`src/rtl/scroll_seq_ctrl.sv`:
```
// Round-robin sequencer for the 3-digit scrolling display: grants a source, bursts its digits, scrolls, cleans.
// Optional build macro PRIORITY_PREEMPT_EN lets source A abort a B message while it is scrolling.
module scroll_seq_ctrl #(
    parameter int TICK_DIV = 25000000,
    parameter int PASSES   = 2
) (
    input  logic        clk,
    input  logic        rst,
    input  logic        req_a,
    input  logic [11:0] msg_a,
    input  logic        req_b,
    input  logic [11:0] msg_b,
    output logic        gnt_a,
    output logic        gnt_b,
    output logic        o_rd,
    output logic [3:0]  o_dec,
    output logic        o_div_clk,
    output logic        o_clean,
    output logic        busy,
    output logic        done
);

    localparam int              PW        = $clog2(TICK_DIV);
    localparam logic [PW-1:0]   TICK_LAST = PW'(TICK_DIV - 1);
    localparam logic [PW-1:0]   TICK_PRE  = PW'(TICK_DIV - 2);
    localparam logic [3:0]      PASS_LAST = 4'(PASSES);
    localparam logic [3:0]      BLANK     = 4'hF;

    typedef enum logic [1:0] {
        IDLE  = 2'd0,
        LOAD  = 2'd1,
        SHOW  = 2'd2,
        CLEAN = 2'd3
    } state_t;

    state_t        state;
    logic [1:0]    lcnt;
    logic [11:0]   msg_q;
    logic          owner_b;
    logic          last_b;
    logic [2:0]    step;
    logic [3:0]    pass;
    logic [PW-1:0] presc;
    logic          tick;
    logic          pick_b;
`ifdef PRIORITY_PREEMPT_EN
    logic          force_a;
`endif

    assign tick = (presc == TICK_LAST);

    // Prescaler and step counter run in every state; the step counter tracks the display position.
    always_ff @(posedge clk or negedge rst) begin
        if (!rst) begin
            presc     <= '0;
            o_div_clk <= 1'b0;
            step      <= 3'd0;
        end else begin
            presc     <= tick ? '0 : presc + PW'(1);
            o_div_clk <= (presc == TICK_PRE);
            if (tick) begin
                if (o_clean || step == 3'd6)
                    step <= 3'd0;
                else
                    step <= step + 3'd1;
            end
        end
    end

    always_comb begin
        if (req_a && req_b)
            pick_b = ~last_b;
        else
            pick_b = req_b;
`ifdef PRIORITY_PREEMPT_EN
        if (force_a && req_a)
            pick_b = 1'b0;
`endif
    end

    // The cycle carrying done is skipped by arbitration, so a waiting request lands in L0 two cycles later.
    always_ff @(posedge clk or negedge rst) begin
        if (!rst) begin
            state   <= IDLE;
            lcnt    <= 2'd0;
            msg_q   <= 12'h000;
            owner_b <= 1'b0;
            last_b  <= 1'b1;
            pass    <= 4'd0;
            gnt_a   <= 1'b0;
            gnt_b   <= 1'b0;
            o_rd    <= 1'b0;
            o_dec   <= BLANK;
            o_clean <= 1'b0;
            busy    <= 1'b0;
            done    <= 1'b0;
`ifdef PRIORITY_PREEMPT_EN
            force_a <= 1'b0;
`endif
        end else begin
            gnt_a <= 1'b0;
            gnt_b <= 1'b0;
            done  <= 1'b0;
            case (state)
                IDLE: begin
                    if (!done && (req_a || req_b)) begin
                        state   <= LOAD;
                        lcnt    <= 2'd0;
                        msg_q   <= pick_b ? msg_b : msg_a;
                        owner_b <= pick_b;
                        last_b  <= pick_b;
                        gnt_a   <= ~pick_b;
                        gnt_b   <= pick_b;
                        o_rd    <= 1'b1;
                        o_dec   <= BLANK;
                        busy    <= 1'b1;
`ifdef PRIORITY_PREEMPT_EN
                        force_a <= 1'b0;
`endif
                    end
                end
                LOAD: begin
                    lcnt <= lcnt + 2'd1;
                    // Digits trail the strobe by one cycle to line up with the display's registered write enable.
                    case (lcnt)
                        2'd0: begin
                            o_rd  <= 1'b1;
                            o_dec <= msg_q[11:8];
                        end
                        2'd1: begin
                            o_rd  <= 1'b1;
                            o_dec <= msg_q[7:4];
                        end
                        2'd2: begin
                            o_rd  <= 1'b0;
                            o_dec <= msg_q[3:0];
                        end
                        default: begin
                            o_rd  <= 1'b0;
                            o_dec <= BLANK;
                            pass  <= 4'd0;
                            state <= SHOW;
                        end
                    endcase
                end
                SHOW: begin
`ifdef PRIORITY_PREEMPT_EN
                    if (owner_b && req_a) begin
                        state   <= CLEAN;
                        o_clean <= 1'b1;
                        force_a <= 1'b1;
                    end else
`endif
                    if (tick && step == 3'd6) begin
                        pass <= pass + 4'd1;
                        if (pass + 4'd1 == PASS_LAST) begin
                            state   <= CLEAN;
                            o_clean <= 1'b1;
                        end
                    end
                end
                CLEAN: begin
                    // The display only samples clean on the scroll tick, so hold it until then.
                    if (tick) begin
                        o_clean <= 1'b0;
                        done    <= 1'b1;
                        busy    <= 1'b0;
                        state   <= IDLE;
                    end
                end
                default: state <= IDLE;
            endcase
        end
    end

endmodule

```
`config.mk`:
```
export PLATFORM = sky130hd
export DESIGN_NAME = scroll_seq_ctrl
export DESIGN_NICKNAME = d
export VERILOG_FILES = /design/src/rtl/scroll_seq_ctrl.sv
export SDC_FILE = /design/constraint.sdc
export NUM_CORES = 1
export LEC_CHECK = 0
export ABC_AREA = 1
export BUFFER_PORTS_ARGS = -buffer_cell sky130_fd_sc_hd__clkbuf_2
export CAP_MARGIN = 20
export CORE_MARGIN = 4
export CORE_UTILIZATION = 35
export CTS_CLUSTER_DIAMETER = 30
export DETAILED_ROUTE_END_ITERATION = 8
export HOLD_SLACK_MARGIN = 0.08
export PLACE_DENSITY_LB_ADDON = 0.25
export SYNTH_ARGS = -nofsm -noshare
export SYNTH_HDL_FRONTEND = slang
export SYNTH_SLANG_ARGS = --single-unit
export TNS_END_PERCENT = 1
```
`constraint.sdc`:
```
create_clock -name clk -period 1.8 [get_ports clk]
set_input_delay 0.27 -clock clk [delete_from_list [all_inputs] [get_ports clk]]
set_output_delay 0.27 -clock clk [all_outputs]
set_load 0.05 [all_outputs]
```
* After elaboration in Yosys (flattened, before gate mapping)
Index checks and enable logic that the tools add are counted.
** Operators by class
- Add/sub/neg operators :: 4
- Equality and inequality tests :: 14
- Multiplexer cells :: 32
- Bitwise gates (word level) :: 2
- Reduce and logical (&&, ||, !) cells :: 20
** Operator list (number)
- 25-bit == test (second input constant) :: 2
- 25-bit by 1-bit adder with 25-bit output (second input constant) :: 1
- 25-bit 2-to-1 mux :: 1
- 4-bit case mux with 2 select lines :: 2
- 1-bit 2-to-1 mux :: 12
- 12-bit 2-to-1 mux :: 1
- 2-bit 2-to-1 mux :: 6
- 4-bit 2-to-1 mux :: 3
- 4-bit case mux with 3 select lines :: 1
- 2-bit != test (second input constant) :: 5
- 2-bit case mux with 4 select lines :: 1
- 2-bit nonzero test :: 4
- 2-bit == test (second input constant) :: 3
- 1-bit case mux with 2 select lines :: 3
- 3-bit AND reduction :: 2
- 5-bit AND reduction :: 1
- 4-bit by 1-bit adder with 4-bit output (second input constant) :: 1
- 2-bit by 1-bit == test with 1-bit output (second input constant) :: 2
- 4-bit by 2-bit == test with 1-bit output (second input constant) :: 1
- 2-bit logical NOT :: 2
- 2-bit case mux with 2 select lines :: 1
- 2-bit AND reduction :: 2
- 4-bit AND reduction :: 1
- 3-bit by 1-bit adder with 3-bit output (second input constant) :: 1
- 9 further kinds :: 13
** Storage, ports and cells
- Register bits :: 60
- Bits of input ports :: 28
- Logic and storage cells :: 87

* Depth between registers and ports, before layout
Gate-level depths: netlist of run 1.
- Word-level depth :: 5
- Depth in mapped cells :: 10
- Mapped depth without buffers :: 10

* Least setup slack after synthesis of run 1
Ideal clock, no wire load.
- Kind :: register to register
- Start :: reg done
- End :: reg msg_q[5]
- Setup time :: 0.087 ns
- Data arrival time :: 1.519 ns
- Data required time :: 1.713 ns
- Path slack :: 0.194 ns
- Cell stages (with the launch flop) :: 9
- Path buffers :: 2
- Path through :: dfrtp_1 > o21bai_1 > nor2_1 > buf_2 > nand2_1 > inv_1 > buf_2 > nand2_1 > o211ai_1
** On the way
- Word-level cells in the longest chain between the ends :: 3
** RTL lines
- from (decl) :: RTL line 20 : output logic done
- from (signal assigned) :: RTL line 96 : done <= 1'b0;
- from (signal assigned) :: RTL line 103 : done <= 1'b0;
- from (signal assigned) :: RTL line 166 : done <= 1'b1;
- 1-bit logical NOT :: RTL line 106 : if (!done && (req_a || req_b)) begin
- 1-bit logical AND :: RTL line 106
- 2-bit AND reduction (no source line)
- to (signal assigned) :: RTL line 109 : msg_q <= pick_b ? msg_b : msg_a;
- to (decl) :: RTL line 38 : logic [11:0] msg_q;
No other way between the ends.
A chain may end at the register's enable or synchronous reset.

* Worst setup path after layout of run 1
- Start :: reg presc[0]
- End :: reg state[0]
** On the way
- Word-level cells in the longest chain between the ends :: 4
- Elaborated cells between the ends (all ways) :: 5
- Classes of those cells :: eq/ne (3); reduce/logical (2)
** RTL lines
- from (decl) :: RTL line 43 : logic [PW-1:0] presc;
- from (signal assigned) :: RTL line 59 : presc <= tick ? '0 : presc + PW'(1);
- 25-bit == test * :: RTL line 50 : assign tick = (presc == TICK_LAST);
- 1-bit logical AND :: RTL line 154 : if (tick && step == 3'd6) begin
- 2-bit != test (no source line)
- 5-bit AND reduction (no source line) *
- to (signal assigned) :: RTL line 157 : state <= CLEAN;
- to (signal assigned) :: RTL line 168 : state <= IDLE;
- to (signal assigned) :: RTL line 171 : default: state <= IDLE;
- to (decl) :: RTL line 36 : state_t state;
Every way passes the cells marked *; elsewhere a longest branch is shown, timed or not.

==> flow_summary.toml, run 1 <==
[synth]
yosys_warnings = 0
synth_fp_nets = 456
synth.distinct_cells = 36
syn_area_sq_mm = 0.00330
synth_seq_area_share_pct = 45.6
ys_seq_elements = 60
synthCells = 414
synth_area_per_cell_sq_um = 7.98

[hold_path]
holdPathStages = 3
worstHoldEndpoint = "msg_q[11]"
min-delay-start = "msg_b[11]"
holdCritPathClass = "primary input to flip-flop"

[sta]
worst_slack_ns = 0.164
drv_slew = 0
tightestPinTransition_ns = 0.593
max_freq_mhz = 611
skew_ns = 0.00934
relSlewSlack_pct = 60.4
fin_hold_ws_ns = 0.124
hold_viol = 0
fin_crit_ns = 1.64
setup_viol = 0
final.period_utilization_pct = 90.9

[global_route]
use_met2_pct = 23.9
top_usage_layer = "met2"
grt_pass1_wl_microns = 13000
grt_pass1_vias = 2805
grt_start_max_net_pins = 23
grt.met1_usage_pct = 18.9
use_met3_pct = 4.32
grtUsageTotal_pct = 14.6
antenna_found_initial = 0
grt_overflow = 0

[floorplanning]
row_count = 35
dieArea_sq_mm = 0.0111
start_util_pct = 35.9
core-area_sq_mm = 0.00920
chipHeight_microns = 105
fp.dieW_microns = 105
num_io_pins = 39

[layout]
drive_above_1_share_pct = 21.9
final_common_cell = "nand2_1"
nFillCells = 948
multi_input_area_sq_mm = 0.00156
syn_to_final_growth_pct = 20.1
fin_nets = 511
seq_area_sq_mm = 0.00151
layout_common_cells = "97 x nand2_1, 58 x inv_1, 55 x dfrtp_1"
antenna_cells = 0
final_area_sq_mm = 0.00397
final_util_pct = 43.1

[worst_setup_path]
start_kind = "flip-flop"
slowest_stage = "dfrtp_1"
r2r-start = "presc[0]"
reg2reg_to = "state[0]"
ff2ff_path_depth = 10
critical_path.cell_chain = "ha_2 > nand3_2 > inv_2 > nand2_2 > nor2_4 > nand2_8 > nand2_4 > nand3_1 > nand2_1 > nand2_1"
worst_path_most_repeated_cell = "nand2_1"
required_ns = 2.03
worstSetupPathType = "flip-flop to flip-flop"
critPathArrivalTime_ns = 1.87
cp-end-kind = "flip-flop"
cp_max_fo = 16
crit_path_max_incr_delay_ns = 0.35
rrSetupSlack_ns = 0.16

[clock_tree]
htree_levels = 3
cts_root_buffer = "clkbuf_8"
cts_made_buffers = 9
clock_latency_ns = 0.35
cts_buffer_depth = 2
clock-sinks = 60
clk_pin_slew_ns = 0.08
cts_tree = "done"

[pwr]
power_frac_seq_pct = 36.3
p_clk_share_pct = 27.3
combPwrFrac_pct = 36.5
switchingPower_uw = 1930
p_leak_uw = 0.00193
peakVddDrop_uv = 798
intPower_uw = 3040
swShare_pct = 38.8
power.density_mw_per_mm2 = 1250

[routing]
drc = 0
vias = 2757
dr.pass1.iters = 5
wl_per_cell_microns = 12.8
ant_nets = 0
postRouteWirelength_microns = 7470
vias_per_cell = 4.71
drt_first_iter_violations = 70

[placement]
routabilityCongestion = 0.845
dpl.hpwl_microns = 5670
io_buffers = 38
dpl-instance-area_sq_mm = 0.00368
pre_cts_ws_ns = 0.0620

[flow_run]
cap_violations = 0

[outcome]
status = "completed"
metal layers:
metal	vias up	part of all wire, %	wire length (microns)
li1	1427	-	-
met1	1279	48	3610
met2	42	47	3520
met3	9	3.3	250
met4	0	1.1	83
met5	-	0	0
cell usage after synthesis, drive strengths merged:
master	number	share of area [%]
a21oi	12	1.8
o21a	1	0.23
ha	14	5.3
a221oi	1	0.27
nor3b	1	0.23
nor4	1	0.38
xor2	10	2.7
nand3	26	4.2
dfrtp	55	42
buf	5	1.0
nor2	58	7.3
nand4	12	2.3
and2	1	0.19
nand3b	1	0.23
o211ai	8	1.8
or2	2	0.38
o31ai	1	0.38
nand2	103	13
o21bai	1	0.23
o21ai	16	2.8
a31oi	3	0.57
nor3	9	1.5
inv	65	7.4
dfstp	5	4.0
o22ai	3	0.57
cells by family (layout without fill, tap and decap cells):
kind of cell               after synthesis  count (layout)  share of synthesized area (%)
buffers and inverters                   70             130                           8.41
DFF                                     60              60                           45.6
xor gates and xnor gates                10              10                           2.65
and+or+nand+nor                        214             214                           29.4
adders and majority gates               14              14                           5.30
AOI/OAI and AO/OA                       46              46                           8.63
critical path, delay by kind of cell, from the launching register on:
family                   cells  cell delay, ns
flip-flops                   1            0.35
adder cells (fa/ha/maj)      1            0.20
buffers and inverters        1            0.10
AND/OR/NAND/NOR              8            0.88
area by class of cell:
cell class / count / share of cell area (%)
clock inverter: 6 / 2.24
inverter: 65 / 6.34
clock buffer: 10 / 3.22
tap: 111 / 3.50
timing repair buffer: 49 / 7.51
multi-input combinational: 284 / 39.2
sequential: 60 / 38.0
power by group through the flow:
stage               combinational, uW  sequential (uW)  clock [uW]
floorplan                        1060             2020           0
global route                     2060             1840        1460
global placement                 1700             1820           0
detailed placement               1720             1830           0
CTS                              1740             1810        1390
finish                           1810             1800        1350
repair_timing:
item / 4_1_cts / 5_1_grt
hold buffers: 1 / 0
setup buffers: 0 / 2
endpoints found under the setup margin: 0 / 29
gates resized for setup: 0 / 16
endpoints found under the hold margin: 13 / 0
state kept, by name, indices dropped and copies added (netlist names), 2 cells and up:
name	cells
presc	25
o_dec	4
lcnt	2
msg_q	12
step	3
state	2
pass	4
per-stage QoR:
step / TNS [ns] / power (uW) / cells
global placement: 0 / 3520 / 565
global route: -0.00319 / 5360 / 585
detailed placement: 0 / 3560 / 565
CTS: 0 / 4940 / 582
finish: 0 / 4970 / 585
floorplan: 0 / 3080 / 414
how the worst max path moves through the flow:
stage	start	to	slack (ns)
6_report	presc[0]	state[0]	0.16
5_1_grt	state[0]	state[0]	-0.003
2_1_floorplan	done	msg_q[5]	0.19
4_1_cts	presc[1]	state[0]	0.04
3_5_place_dp	presc[1]	state[0]	0.06
3_3_place_gp	presc[1]	state[0]	0.05
Note: power is estimated with default switching activity, not from simulation.
==> run 2, diff against run 1 <==
--- a/config.mk
+++ b/config.mk
@@ -8,12 +8,12 @@
 export ABC_AREA = 1
 export BUFFER_PORTS_ARGS = -buffer_cell sky130_fd_sc_hd__clkbuf_2
 export CAP_MARGIN = 20
-export CORE_MARGIN = 4
+export CORE_MARGIN = 5
 export CORE_UTILIZATION = 35
 export CTS_CLUSTER_DIAMETER = 30
 export DETAILED_ROUTE_END_ITERATION = 8
 export HOLD_SLACK_MARGIN = 0.08
-export PLACE_DENSITY_LB_ADDON = 0.25
+export PLACE_DENSITY = 0.57
 export SYNTH_ARGS = -nofsm -noshare
 export SYNTH_HDL_FRONTEND = slang
 export SYNTH_SLANG_ARGS = --single-unit
==> run 2 against run 1 <==
  * Total power down 1.1%
  * Wire length down 3.6%
  * Sequential power is essentially flat
  * First-iteration DRC count increased by 30%
  * Critical path depth unchanged
  * Largest cell class unchanged
==> flow_summary.toml, run 2 (synthesized netlist as in run 1, its figures left out) <==
[outcome]
status = "completed"

[global_route]
use_met3_pct = 4.33
grt_pass1_wl_microns = 12600
antenna_found_initial = 0
top_usage_layer = "met2"
grt.met1_usage_pct = 17.3
grt_pass1_vias = 2789
use_met2_pct = 22.1
grt_overflow = 0
grtUsageTotal_pct = 13.6
grt_start_max_net_pins = 61

[layout]
final_common_cell = "nand2_1"
top_regs = "presc x25, msg_q x12"
largest_register_ffs = 25
drive_above_1_share_pct = 20.3
top_register = "presc"
fin_nets = 509
antenna_cells = 0
final_area_sq_mm = 0.00395
syn_to_final_growth_pct = 19.4
layout_common_cells = "97 x nand2_1, 62 x inv_1, 55 x dfrtp_1"

[clock_tree]
clk_pin_slew_ns = 0.07
clock_latency_ns = 0.33
cts_buffer_depth = 2
cts_tree = "done"
cts_made_buffers = 9
clock-sinks = 60
htree_levels = 3
cts_root_buffer = "clkbuf_8"

[pwr]
power.density_mw_per_mm2 = 1250
combPwrFrac_pct = 36.1
swShare_pct = 37.6
peakVddDrop_uv = 699
switchingPower_uw = 1850
intPower_uw = 3070
p_leak_uw = 0.00195
p_clk_share_pct = 27.2
power_frac_seq_pct = 36.7

[worst_setup_path]
cp-end-kind = "flip-flop"
required_ns = 2.03
r2r-start = "presc[1]"
critical_path.cell_chain = "ha_2 > nand3_2 > inv_2 > nand2_2 > nor2_4 > nand2_4 > nand2_4 > nand3_1 > nand2_1 > nand2_1"
cp_top_family = "simple AND/OR/NAND/NOR gates"
rrSetupSlack_ns = 0.09
crit_path_max_incr_delay_ns = 0.39
start_kind = "flip-flop"
critPathArrivalTime_ns = 1.94
ff2ff_path_depth = 10
endpoint = "state[0]"
crit_start = "presc[1]"
crit_buf_inv = 1
slowest_stage = "dfrtp_1"
worstSetupPathType = "flip-flop to flip-flop"
path_depth = 10
reg2reg_to = "state[0]"
cp_max_fo = 16

[sta]
hold_viol = 0
final.period_utilization_pct = 95.2
fin_hold_ws_ns = 0.134
setup_tns_ns = 0
worst_slack_ns = 0.0859
skew_ns = 0.00947
fin_crit_ns = 1.71
max_freq_mhz = 583
rsz0062_at_grt = "true"
drv_slew = 0
relSlewSlack_pct = 74.6
setup_viol = 0
tightestPinTransition_ns = 0.377

[routing]
dr.pass1.iters = 4
drt_first_iter_violations = 91
wl_per_cell_microns = 12.0
drc = 0
ant_nets = 0
vias = 2819
vias_per_cell = 4.69
postRouteWirelength_microns = 7190

[placement]
dpl-instance-area_sq_mm = 0.00369
routabilityCongestion = 0.891
io_buffers = 38
pre_cts_ws_ns = 0.0595
dpl.hpwl_microns = 5370

[hold_path]
holdCritPathClass = "primary input to flip-flop"
holdPathStages = 3

[floorplanning]
dieArea_sq_mm = 0.0115
fp.dieW_microns = 107
row_count = 35
chipHeight_microns = 107
num_io_pins = 39
start_util_pct = 35.8
core-area_sq_mm = 0.00924

[flow_run]
cap_violations = 0
-- run 2: final cells by class --
type	instances	area (sq um)
Fill cell	945	5300
Timing Repair Buffer	47	273
Tap cell	129	161
Inverter	65	248
Clock inverter	4	72.6
Multi-Input combinational cell	284	1540
Sequential cell	60	1510
Clock buffer	12	145
-- run 2: through the flow --
| stage | total power, uW | instances | utilization (%) |
|---|---|---|---|
| floorplan | 3080 | 414 | - |
| global placement | 3530 | 584 | 40.0 |
| detailed placement | 3560 | 584 | 40.0 |
| CTS | 4930 | 601 | 42.5 |
| global route | 5260 | 601 | 42.7 |
| finish | 4910 | 601 | 42.7 |
-- run 2: timing repair --
action,4_1_cts,5_1_grt
hold buffers,1,0
buffers inserted,0,0
endpoints found under the setup margin,0,20
gates resized for setup,0,6
endpoints found under the hold margin,55,0
-- run 2: worst min-delay path by stage --
stage | from | end | slack, ns
global route | msg_b[8] | msg_q[8] | 0.11
detailed placement | rst | presc[7] | 0.31
CTS | msg_b[8] | msg_q[8] | 0.12
finish | msg_b[8] | msg_q[8] | 0.13
global placement | rst | presc[7] | 0.31
floorplan | rst | busy | -0.03
-- run 2: layer usage --
layer | vias to the layer above | part of all wire [%]
met2 | 59 | 46
met3 | 13 | 4.4
met1 | 1323 | 47
met5 | - | 0
li1 | 1424 | -
met4 | 0 | 1.8
-- run 2: power by group through the flow --
stage               clock network [uW]  logic (uW)  registers [uW]
floorplan                            0        1060            2020
global placement                     0        1710            1830
detailed placement                   0        1730            1830
CTS                               1380        1740            1810
global route                      1450        1970            1840
finish                            1340        1770            1810
-- run 2: tightest hold or removal path, delay by kind of cell --
kind | cells | cell delay [ns]
and+or+nand+nor | 2 | 0.09
buffers and inverters | 1 | 0.07
==> run 3, diff against run 2 <==
--- a/config.mk
+++ b/config.mk
@@ -5,15 +5,15 @@
 export SDC_FILE = /design/constraint.sdc
 export NUM_CORES = 1
 export LEC_CHECK = 0
-export ABC_AREA = 1
 export BUFFER_PORTS_ARGS = -buffer_cell sky130_fd_sc_hd__clkbuf_2
 export CAP_MARGIN = 20
 export CORE_MARGIN = 5
 export CORE_UTILIZATION = 35
+export CTS_BUF_LIST = sky130_fd_sc_hd__clkbuf_2
 export CTS_CLUSTER_DIAMETER = 30
 export DETAILED_ROUTE_END_ITERATION = 8
 export HOLD_SLACK_MARGIN = 0.08
-export PLACE_DENSITY = 0.57
+export PLACE_DENSITY = 0.58
 export SYNTH_ARGS = -nofsm -noshare
 export SYNTH_HDL_FRONTEND = slang
 export SYNTH_SLANG_ARGS = --single-unit
==> run 3 against run 2 <==
  * The flow now finishes with violations (negative setup slack)
  * Worst setup slack lost 0.34 ns
  * Final cell count shrank 11%
  * Sequential share of layout area shrank 2.6 points
  * Wire length grew 0.86%
  * Combinational power shrank 92%
  * Largest power group unchanged
==> flow_summary.toml, run 3 <==
[global_route]
grtUsageTotal_pct = 14.4
grt_pass1_wl_microns = 13000
antenna_found_initial = 0
grt_overflow = 0
grt_pass1_vias = 2773
grt_start_max_net_pins = 61

[layout]
fin_nets = 465
seq_area_sq_mm = 0.00151
syn_to_final_growth_pct = 35.4
antenna_cells = 0
largest_register_ffs = 25
top_register = "presc"
final_common_cell = "dfrtp_1"
layout_common_cells = "55 x dfrtp_1, 47 x clkbuf_2, 42 x buf_4"
drive_above_1_share_pct = 28.3
multi_input_area_sq_mm = 0.00157
nFillCells = 788
top_regs = "presc x25, msg_q x12"
final_area_sq_mm = 0.00423

[placement]
io_buffers = 38
dpl.hpwl_microns = 5210
dpl-instance-area_sq_mm = 0.00376
pre_cts_ws_ns = -0.252
routabilityCongestion = 0.773

[sta]
final.period_utilization_pct = 114
tightestPinTransition_ns = 0.400
fin_crit_ns = 2.06
setup_viol = 28
drv_slew = 0
skew_ns = 0.0335
max_freq_mhz = 486
fin_hold_ws_ns = 0.237
worst_slack_ns = -0.256
relSlewSlack_pct = 73.1
rsz0062_at_grt = "true"
hold_viol = 0

[routing]
vias = 2657
drc = 0
wl_met3_microns = 273
met1Wirelength_microns = 3330
dr.pass1.iters = 4
wl_per_cell_microns = 13.5
dr_wl_met2_microns = 3540
ant_nets = 0
vias_per_cell = 4.96
postRouteWirelength_microns = 7260
drt_first_iter_violations = 95
highest_layer = "met4"

[clock_tree]
cts_buffer_depth = 2
clock_latency_ns = 0.51
cts_root_buffer = "clkbuf_2"
htree_levels = 3
clk_pin_slew_ns = 0.18
cts_tree = "done"
clock-sinks = 60
cts_made_buffers = 9

[worst_setup_path]
required_ns = 2.21
critPathArrivalTime_ns = 2.46
start_kind = "flip-flop"
cp_max_fo = 6
worstSetupPathType = "flip-flop to flip-flop"
cp-end-kind = "flip-flop"

[pwr]
switchingPower_uw = 573
intPower_uw = 1890
power_frac_seq_pct = 54.8
power_uw = 2460
combPwrFrac_pct = 5.8
p_leak_uw = 0.00205
peakVddDrop_uv = 310
p_clk_share_pct = 39.3
swShare_pct = 23.3
power.density_mw_per_mm2 = 582

[floorplanning]
start_util_pct = 35.8
row_count = 34
fp.dieW_microns = 104
dieArea_sq_mm = 0.0109
core-area_sq_mm = 0.00872
num_io_pins = 39
chipHeight_microns = 104

[synth]
yosys_warnings = 0
ys_seq_elements = 60
synth_seq_area_share_pct = 48.3
synth-edff-count = 0
synth_fp_nets = 354
ys_dominant_reg_cell = "dfrtp_1"
synth.distinct_cells = 44
synth_top_cell_by_area = "dfrtp_1"
synth_async_sr_flop_share_pct = 100
syn_area_sq_mm = 0.00312
synth_top_cell_area_share_pct = 44.1
synthCells = 312
synth.most_common_cell = "dfrtp_1"
synth_area_per_cell_sq_um = 10.0
netlist_top_cells_area = "dfrtp_1 44%, ha_1 5.6%, mux2i_1 4.8%"
synth_commonest_cells = "55 x dfrtp_1, 31 x nand2_1, 23 x o21ai_0, 19 x nor2_1, 18 x a21oi_1"

[outcome]
violations = "negative setup slack"
status = "finished with violations"

[flow_run]
cap_violations = 0

[hold_path]
holdCritPathClass = "primary input to flip-flop"
run 3: cell count changes in the layout (fill, tap and decap cells not counted), sizes merged, moves of 5 or more:
cell / before / now
nand2: 103 / 31
dlygate4sd3: 1 / 23
buf: 8 / 46
xor2: 10 / 5
nand3: 26 / 13
nor2: 58 / 19
mux2i: 0 / 15
inv: 64 / 15
o21ai: 16 / 23
o211ai: 8 / 1
a21oi: 12 / 18
a21o: 0 / 8
or3: 0 / 7
xnor2: 0 / 15
run 3: worst max-delay path, cell delays in order, from the launching register on:
cell and delay, ns:
dfrtp_1 0.42, or4_4 0.55, nor3_4 0.31, and3_4 0.27, o2111ai_4 0.12, mux2_4 0.31
run 3: final cells by class:
cell class,instances,area share [%]
repair buffers,109,19.5
inverters,15,1.33
well taps,108,3.20
multi-input cells,228,37.1
clock buffers,9,1.07
flip-flops and latches,60,35.7
clock inverters,7,2.16
run 3: cell families after synthesis:
| kind of cell | Yosys count | synth area share [%] |
|---|---|---|
| AO/OA/AOI/OAI | 68 | 13.8 |
| XOR/XNOR | 20 | 5.61 |
| adder cells (fa/ha/maj) | 14 | 5.61 |
| buffers and inverters | 24 | 3.16 |
| flip-flops | 60 | 48.3 |
| multiplexers | 16 | 5.29 |
| AND/OR/NAND/NOR | 110 | 18.3 |
run 3: per-layer routing:
metal | up-vias | track usage, %
met4 | 0 | 4.72
met2 | 37 | 23.0
met3 | 10 | 4.28
li1 | 1323 | -
met1 | 1287 | 18.7
met5 | - | 0
run 3: final timing paths:
| check | to | slack (ns) | cells past startpoint | start |
|---|---|---|---|---|
| worst min-delay path | gnt_a | 0.24 | 4 | req_a |
| worst max-delay path | state[1] | -0.26 | 5 | presc[15] |
| worst min register to register | msg_q[4] | 0.51 | 2 | msg_q[4] |
| max in group asynchronous | o_dec[3] | 1.17 | 3 | rst |
| worst max register to register | state[1] | -0.26 | 5 | presc[15] |
| min in group asynchronous | presc[3] | 0.28 | 3 | rst |
run 3: per-stage QoR:
step	util (%)	setup TNS (ns)	cells
global route	48.5	-4.75	536
floorplan	-	-0.942	312
detailed placement	43.1	-1.68	494
finish	48.5	-2.49	536
CTS	47.8	-1.13	534
global placement	43.1	-0.627	494
run 3: power by group through the flow:
stage               combinational (uW)  clock [uW]  sequential (uW)
floorplan                         24.2           0             1370
global placement                  90.6           0             1370
detailed placement                93.0           0             1370
CTS                                141        1000             1350
global route                       161        1080             1350
finish                             144         968             1350
run 3: repair_timing:
action | 4_1_cts | 5_1_grt
gates resized for setup | 7 | 15
hold buffers | 24 | 1
buffers inserted | 0 | 1
endpoints found under the hold margin | 72 | 1
pin swaps | 0 | 3
setup endpoints to repair | 25 | 37
